## config.mk

```make
export PLATFORM = sky130hd
export DESIGN_NAME = fetch_pc_unit
export DESIGN_NICKNAME = d
export VERILOG_FILES = /design/src/rtl/fetch_pkg.sv /design/src/rtl/fetch_skid_buf.sv /design/src/rtl/fetch_pc_unit.sv
export SDC_FILE = /design/constraint.sdc
export NUM_CORES = 1
export LEC_CHECK = 0
export CAP_MARGIN = 25
export CORE_MARGIN = 2
export CORE_UTILIZATION = 47
export DETAILED_ROUTE_END_ITERATION = 7
export GPL_ROUTABILITY_DRIVEN = 0
export GPL_TIMING_DRIVEN = 0
export MAX_ROUTING_LAYER = met4
export PLACE_DENSITY = 0.8
export SYNTH_ARGS = -nofsm -noshare
export SYNTH_HDL_FRONTEND = slang
export SYNTH_SLANG_ARGS = --single-unit
```

## constraint.sdc

```tcl
create_clock -name clk -period 2.1 [get_ports clk]
set_input_delay 0.315 -clock clk [delete_from_list [all_inputs] [get_ports clk]]
set_output_delay 0.315 -clock clk [all_outputs]
set_load 0.005 [all_outputs]
```

## src/rtl/fetch_pkg.sv

```systemverilog
// Shared types and constants for the IF stage (fetch_pc_unit, fetch_skid_buf).
package fetch_pkg;

  localparam int unsigned FETCH_PC_W = 9;
  localparam logic [31:0] NOP_INSTR  = 32'h0000_0013;

  typedef enum logic [1:0] {
    S_BOOT  = 2'd0,
    S_RUN   = 2'd1,
    S_STALL = 2'd2,
    S_HALT  = 2'd3
  } fetch_state_e;

  typedef struct packed {
    logic [FETCH_PC_W-1:0] pc;
    logic [31:0]           instr;
    logic                  valid;
  } ifid_t;

endpackage

```

## src/rtl/fetch_skid_buf.sv

```systemverilog
// One-entry {pc,instr} holding slot for the instruction that returns from
// memory while the IF stage is stalled. Clear has priority over load.
module fetch_skid_buf #(
  parameter int unsigned PC_W = fetch_pkg::FETCH_PC_W
) (
  input  logic            clk,
  input  logic            reset,
  input  logic            load_i,
  input  logic            clear_i,
  input  logic [PC_W-1:0] pc_i,
  input  logic [31:0]     instr_i,
  output logic            valid_o,
  output logic [PC_W-1:0] pc_o,
  output logic [31:0]     instr_o
);
  import fetch_pkg::*;

  logic            valid_q, valid_d;
  logic [PC_W-1:0] pc_q, pc_d;
  logic [31:0]     instr_q, instr_d;

  // Next-state for the slot.
  always_comb begin
    valid_d = valid_q;
    pc_d    = pc_q;
    instr_d = instr_q;
    if (clear_i) begin
      valid_d = 1'b0;
    end else if (load_i) begin
      valid_d = 1'b1;
      pc_d    = pc_i;
      instr_d = instr_i;
    end else begin
      valid_d = valid_q;
    end
  end

  // Slot registers with synchronous active-low reset.
  always_ff @(posedge clk) begin
    if (!reset) begin
      valid_q <= 1'b0;
      pc_q    <= '0;
      instr_q <= NOP_INSTR;
    end else begin
      valid_q <= valid_d;
      pc_q    <= pc_d;
      instr_q <= instr_d;
    end
  end

  assign valid_o = valid_q;
  assign pc_o    = pc_q;
  assign instr_o = instr_q;

endmodule

```

## src/rtl/fetch_pc_unit.sv

```systemverilog
// IF stage: PC register, synchronous instruction memory interface and IF/ID register.
// Optional misaligned-redirect trap and halt state: `define FETCH_MISALIGN_TRAP_EN.
module fetch_pc_unit #(
  parameter int unsigned PC_W      = fetch_pkg::FETCH_PC_W,
  parameter logic [31:0] NOP_INSTR = fetch_pkg::NOP_INSTR
) (
  input  logic            clk,
  input  logic            reset,
  input  logic            Stall,
  input  logic            PcSel,
  input  logic [31:0]     BrPC,
  output logic [PC_W-1:0] Imem_Addr,
  output logic            Imem_En,
  input  logic [31:0]     Imem_Data,
  output logic [PC_W-1:0] IFID_PC,
  output logic [31:0]     IFID_Instr,
  output logic            IFID_Valid
`ifdef FETCH_MISALIGN_TRAP_EN
  ,
  output logic            Misalign_Trap
`endif
);
  import fetch_pkg::*;

  localparam logic [PC_W-1:0] PC_STEP = PC_W'(4);

  fetch_state_e    state_q, state_d;
  logic [PC_W-1:0] pc_q, pc_d;
  logic [PC_W-1:0] fetch_pc_q, fetch_pc_d;
  logic            inflight_q, inflight_d;
  ifid_t           ifid_q, ifid_d;

  logic            skid_load_s, skid_clear_s, skid_valid_s;
  logic [PC_W-1:0] skid_pc_s;
  logic [31:0]     skid_instr_s;
  logic [PC_W-1:0] target_s;
  logic            misalign_s;
  logic            brpc_unused_s;

`ifdef FETCH_MISALIGN_TRAP_EN
  assign target_s      = BrPC[PC_W-1:0];
  assign misalign_s    = (BrPC[1:0] != 2'b00);
  assign brpc_unused_s = ^BrPC[31:PC_W];
`else
  assign target_s      = {BrPC[PC_W-1:2], 2'b00};
  assign misalign_s    = 1'b0;
  assign brpc_unused_s = ^{BrPC[31:PC_W], BrPC[1:0]};
`endif

  fetch_skid_buf #(.PC_W(PC_W)) u_skid (
    .clk     (clk),
    .reset   (reset),
    .load_i  (skid_load_s),
    .clear_i (skid_clear_s),
    .pc_i    (fetch_pc_q),
    .instr_i (Imem_Data),
    .valid_o (skid_valid_s),
    .pc_o    (skid_pc_s),
    .instr_o (skid_instr_s)
  );

  // Next-state: redirect beats stall beats normal advance; S_HALT ignores everything.
  always_comb begin
    state_d      = state_q;
    pc_d         = pc_q;
    fetch_pc_d   = fetch_pc_q;
    inflight_d   = inflight_q;
    ifid_d       = ifid_q;
    skid_load_s  = 1'b0;
    skid_clear_s = 1'b0;
    if (state_q == S_HALT) begin
      state_d = S_HALT;
    end else if (PcSel) begin
      pc_d         = target_s;
      inflight_d   = 1'b0;
      skid_clear_s = 1'b1;
      ifid_d.valid = 1'b0;
      ifid_d.instr = NOP_INSTR;
      state_d      = misalign_s ? S_HALT : S_BOOT;
    end else if (Stall) begin
      if (state_q == S_RUN) begin
        // Data for the in-flight fetch returns now; park it until the stall ends.
        skid_load_s = inflight_q;
        inflight_d  = 1'b0;
        state_d     = S_STALL;
      end else begin
        state_d = state_q;
      end
    end else begin
      case (state_q)
        S_RUN: begin
          ifid_d.pc    = fetch_pc_q;
          ifid_d.instr = inflight_q ? Imem_Data : NOP_INSTR;
          ifid_d.valid = inflight_q;
        end
        S_STALL: begin
          skid_clear_s = 1'b1;
          if (skid_valid_s) begin
            ifid_d.pc    = skid_pc_s;
            ifid_d.instr = skid_instr_s;
            ifid_d.valid = 1'b1;
          end else begin
            ifid_d.instr = NOP_INSTR;
            ifid_d.valid = 1'b0;
          end
        end
        default: begin
          ifid_d.instr = NOP_INSTR;
          ifid_d.valid = 1'b0;
        end
      endcase
      fetch_pc_d = pc_q;
      inflight_d = 1'b1;
      pc_d       = pc_q + PC_STEP;
      state_d    = S_RUN;
    end
  end

  // State, PC and IF/ID registers.
  always_ff @(posedge clk) begin
    if (!reset) begin
      state_q    <= S_BOOT;
      pc_q       <= '0;
      fetch_pc_q <= '0;
      inflight_q <= 1'b0;
      ifid_q     <= '{pc: '0, instr: NOP_INSTR, valid: 1'b0};
    end else begin
      state_q    <= state_d;
      pc_q       <= pc_d;
      fetch_pc_q <= fetch_pc_d;
      inflight_q <= inflight_d;
      ifid_q     <= ifid_d;
    end
  end

`ifdef FETCH_MISALIGN_TRAP_EN
  logic trap_q;

  // Sticky misalignment flag, cleared only by reset.
  always_ff @(posedge clk) begin
    if (!reset) begin
      trap_q <= 1'b0;
    end else if ((state_q != S_HALT) && PcSel && misalign_s) begin
      trap_q <= 1'b1;
    end else begin
      trap_q <= trap_q;
    end
  end

  assign Misalign_Trap = trap_q;
`endif

  assign Imem_Addr  = pc_q;
  assign Imem_En    = reset && !Stall && !PcSel && (state_q != S_HALT);
  assign IFID_PC    = ifid_q.pc;
  assign IFID_Instr = ifid_q.instr;
  assign IFID_Valid = ifid_q.valid;

endmodule

```

* Yosys cells after proc, flatten, opt, wreduce, memory -nomap -nowiden *
Index checks and enable logic that the tools add are counted.

storage, ports and cells
  latch bits = 0
  bits in writable memories = 0
  ROM bits = 0
  memories kept = 0
  logic and storage cells = 60
  register bits = 105
  bits of input ports = 68

operators by class
  order comparisons = 0
  add/subtract/negate cells = 1
  div/mod/pow operators = 0
  multipliers = 0
  bitwise logic cells = 5
  multiplexer cells = 24
  equality and inequality tests = 8
  shift-type cells = 0
  reductions and logical operators = 12

operators by type and width
  cell                   count
  $mux W33               3
  $pmux W33 S2           1
  $mux W32               1
  $mux W9                3
  $pmux W9 S2            1
  $mux W1                11
  $add A9 B3 Y9 const B  1
  $mux W2                4
  $reduce_and A2 Y1      3
  $not A1 Y1             5
  $reduce_and A5 Y1      1
  $eq A2 B2 Y1 const B   2
  $ne A2 B1 Y1 const B   2
  $ne A4 B1 Y1 const B   1
  $logic_and A1 B1 Y1    3
  $ne A3 B1 Y1 const B   1
  $reduce_and A3 Y1      1
  $eq A2 B1 Y1 const B   1
  $logic_not A1 Y1       2
  $ne A2 B2 Y1 const B   1
  $reduce_bool A2 Y1     1
  $reduce_or A2 Y1       1

* Logic depth before layout (Yosys ltp) *
Gate-level depths: netlist of run 1.

  depth after elaboration = 7
  gate-level depth with buffers = 9
  mapped depth without buffers = 6

* Cells and area by module *
Synthesis of run 1 repeated with hierarchy kept, for this count alone.

unflattened totals
  cells, all modules = 483
  area, all modules = 4391.7 µm²

by module, submodules not included
  module          sequential area each (µm²)  instances  cells each  area an instance (µm²)
  fetch_pc_unit   1181.1                      1          301         2673.8
  fetch_skid_buf  840.8                       1          182         1717.9

* Worst setup path after synthesis of run 1 *
OpenSTA, ideal clock, no wires.

  kind = register to register
  from = register state_q[1]
  to = register u_skid.instr_q[0] (netlist: u_skid.instr_o[0])
  setup slack = 429 ps
  data arrival time = 1534 ps
  path buffers = 3
  cell stages (with the launch flop) = 10
  library setup time = 137 ps
  required time = 1963 ps
  path through = dfxtp_1 inv_1 ha_1 and2_0 buf_2 and3_1 buf_4 buf_4 nand2_1 nand3_1

between the ends
  cells in the longest elaborated chain, start to end = 7
  elaborated cells between the ends (all ways) = 13
  those cells by class = 3 x eq/ne; 8 x mux; 1 x bitwise; 1 x reduce/logical

RTL lines
  item                                    RTL line              source
  start, declared                         fetch_pc_unit.sv:27   fetch_state_e state_q, state_d;
  start signal, assigned                  fetch_pc_unit.sv:128  state_q <= state_d;
  $eq A2 B2 Y1                            fetch_pc_unit.sv:90   case (state_q)
  $mux W1                                 fetch_pc_unit.sv:90
  $mux W1                                 fetch_pc_unit.sv:80   end else if (Stall) begin
  $mux W1                                 fetch_pc_unit.sv:73   end else if (PcSel) begin
  $mux W1                                 fetch_pc_unit.sv:71   if (state_q == S_HALT) begin
  $not A1 Y1 (no source line)             --
  $reduce_and A2 Y1 (no source line) (*)  --
  end signal, assigned                    fetch_skid_buf.sv:47  instr_q <= instr_d;
  end, declared                           fetch_skid_buf.sv:20  logic [31:0] instr_q, instr_d;

Mark *: on every way between the ends. The rest lies on a longest branch, timed or not.
A chain may end at the register's enable or synchronous reset.

* Worst setup path after layout of run 1 *
  from = register state_q[1]
  to = output Imem_En

between the ends
  cells in the longest elaborated chain, start to end = 2

RTL lines
  item                 RTL line              source
  $ne A2 B2 Y1         fetch_pc_unit.sv:154  assign Imem_En = reset && !Stall && !PcSel && (state_q != S_HALT);
  $logic_and A1 B1 Y1  fetch_pc_unit.sv:154
  end, declared        fetch_pc_unit.sv:13   output logic Imem_En,

Every way passes these cells.

==> results.toml, run 1 <==
[synth]
synth_flop_cell = "dfxtp_1"
yosysTopAreaCell = "dfxtp_1"
synth_area_um2 = 4008
synth_enable_flop_cells = 0
yosys.area.top_type_share_pct = 48.45
ys_seq_area_share_pct = 48.45
ys_top_cells_by_count = "121 x nand2_1, 97 x dfxtp_1, 42 x o21ai_0, 35 x a21boi_1, 31 x a22oi_1"
avgSynthCellArea_um2 = 8.618
synth_seq_cells = 97
netlist_instances = 465
synth.most_common_cell = "nand2_1"
synthArstFlopShare_pct = 0
synth_area_leaders = "dfxtp_1 48%, nand2_1 11%, a21boi_1 6.6%"
ys_types = 35
yosys_warnings = 0

[sta]
finalCritPeriodShare_pct = 97.62
grt_setup_unrepaired = "yes"
fin_crit_ps = 2050
clock_skew_ps = 9.944
fmax_ghz = 0.4878
tns_ps = 0
hold_viol = 0
drv_slew = 0
finalSetupViolations = 0
maxSlewHeadroom_pct = 46.74
tightest_slew_ps = 790.5

[detailed_routing]
wl_per_cell_um = 14.56
via_per_inst = 5.356
drtIter0Drc = 164
ant_nets = 0
finalWirelength_mm = 9.943
first_pass_iters = 7
vias = 3658
drc_errors = 0

[power_and_ir_drop]
p_clk_share_pct = 36.0
power.total_mw = 3.370
ir_worst_vdd_mv = 0.4973
power.switching_mw = 0.7773
p_sw_share_pct = 23.06
leakagePower_nw = 1.896
pwr-share-seq_pct = 55.9
p_comb_share_pct = 8.1
power.internal_mw = 2.593
power_density_nw_per_um2 = 636.5

[setup_path]
rr_worst_depth = 8
reg2reg_slack_ps = 70
arrival_ps = 1740
critPathKind = "flop to primary output"
crit-reg2reg-launch = "state_q[0]"
r2r_end = "u_skid.instr_o[22]"
crit_path_end_kind = "primary output"
slowest_delay_ps = 540
path_cells = "ha_4 > or4b_4 > inv_1 > clkdlybuf4s15_1"
cp-start-kind = "flop"
required_ps = 1780
crit_end = "Imem_En"
path_max_fanout = 6
critPathLaunch = "state_q[1]"
crit_slowest_cell = "or4b_4"

[cells_and_area]
layout-drive-gt1-share_pct = 6.920
final_util_pct = 64.12
synthToLayoutAreaGrowth_pct = 32.13
diodes = 0
multiInputGateArea_um2 = 1889
seq_area_um2 = 1949
fin_nets = 646
fillers = 713
final_cells = 683

[clock_network]
cts_buffers = 9
htree_num_levels = 3
clockBufferDepth = 2
cts_tree = "yes"
root_buffer = "clkbuf_8"
clkLatencyLatePin_ps = 370
cts_sinks = 97
clk_pin_slew_ps = 80

[global_route]
antenna_found_initial = 0
grt_pass1_vias = 3386
grt_max_degree = 16
gr-usage-all-layers_pct = 22.97
grt_overflow = 0
grt_pass1_wl_mm = 15.92

[die]
initial_core_util_pct = 48.53
chipHeight_um = 96.34
row_count = 33
io_pins = 120
die_x_um = 96.34
dieArea_um2 = 9281
core-area_um2 = 8258

[min_path]
hold_depth = 2
min_path_type = "flop to flop"

[placement]
io_buffers = 90
dp.cells = 663
dp_hpwl_mm = 7.232

[run_status]
status = "finished clean"

[job]
maxCapViolations = 0
-- state kept, by name (all words and copies together), names as in the netlist --
name and flops:
u_skid.pc_o 7, u_skid.instr_o 32, IFID_PC 7, fetch_pc_q 7, u_skid.valid_o 1, IFID_Valid 1
IFID_Instr 32, state_q 2, inflight_q 1, Imem_Addr 7
-- worst min path at each step --
| stage | startpoint | to |
|---|---|---|
| final | IFID_Instr[11] | IFID_Instr[11] |
| after global placement | IFID_Instr[25] | IFID_Instr[25] |
| after global routing | u_skid.instr_o[13] | u_skid.instr_o[13] |
| after floorplan | u_skid.pc_o[2] | u_skid.pc_o[2] |
| after CTS | u_skid.pc_o[7] | u_skid.pc_o[7] |
| after detailed placement | IFID_Instr[26] | IFID_Instr[26] |
-- cells by family (layout without fill, tap and decap cells) --
family	Yosys count	count (layout)	synth area share [%]
buf+inv	42	152	4.995
simple gates	165	165	17.73
fa+ha+maj	5	5	1.561
other cells	1	4	0.09357
flops	97	97	48.45
mux	16	16	3.996
compound gates	139	139	23.17
-- cell usage in the layout, fill, tap and decap left out, types with 8 or more instances in the layout --
| cell type | count |
|---|---|
| a21boi_1 | 35 |
| a21oi_1 | 8 |
| a22oi_1 | 31 |
| buf_4 | 11 |
| clkbuf_1 | 20 |
| clkbuf_8 | 10 |
| clkdlybuf4s50_1 | 87 |
| dfxtp_1 | 95 |
| mux2i_1 | 16 |
| nand2_1 | 121 |
| nand3_1 | 8 |
| nor2_1 | 10 |
| nor2b_1 | 10 |
| o21ai_0 | 42 |
| o21ai_1 | 8 |
-- critical path: cells and delay by family, from the launching register on --
family        cells  cell delay (ps)
fa+ha+maj         1              170
simple gates      1              540
flops             1              380
buf+inv           2              290
-- through the flow --
| stage | hold WS [ps] | setup WS (ps) | cell area (µm²) |
|---|---|---|---|
| CTS | 459.3 | 1.090 | 5276 |
| global route | 472.9 | -96.71 | 5295 |
| finish | 455.4 | 49.88 | 5295 |
| detailed placement | 441.7 | -431.9 | 5051 |
| global placement | 432.4 | -393.7 | 5051 |
| floorplan | 434.7 | 429.0 | 4019 |
-- per-layer routing --
layer  part of all wire, %  routed length [µm]  GRT usage (%)  vias to the layer above
li1                      -                   -              -                     1803
met1                    45                4456          28.75                     1706
met2                    47                4674          36.92                      126
met3                   6.1                 603          4.699                       23
met4                   2.1                 208          8.216                        0
met5                     0                   0              -                        -
-- layout make-up --
type / count / share of cell area (%)
clock buffers: 11 / 2.670
multi-input cells: 329 / 35.68
plain buffers: 35 / 3.285
inverters: 7 / 0.4962
well taps: 105 / 2.481
repair buffers: 94 / 17.53
flip-flops and latches: 97 / 36.81
clock inverters: 5 / 1.040
-- what timing repair did --
action | 4_1_cts | 5_1_grt
resized for setup | 8 | 3
setup buffers | 2 | 2
pin swaps | 1 | 1
endpoints found under the setup margin | 1 | 26
hold buffers | 0 | 0
-- power groups by stage --
stage               logic [mW]  clock network [mW]  registers [mW]
CTS                      0.272                1.23            1.88
global route             0.297                1.30            1.89
floorplan                0.116                   0            1.92
detailed placement       0.270                   0            1.93
global placement         0.266                   0            1.93
finish                   0.274                1.21            1.88
(Power assumes the default switching activity.)
==> run 2, diff against run 1 <==
ABC_CLOCK_PERIOD_IN_PS = 2100   (was unset)
==> results of run 2 <==
No change in the layout: final DEF, timing and power equal those of run 1.
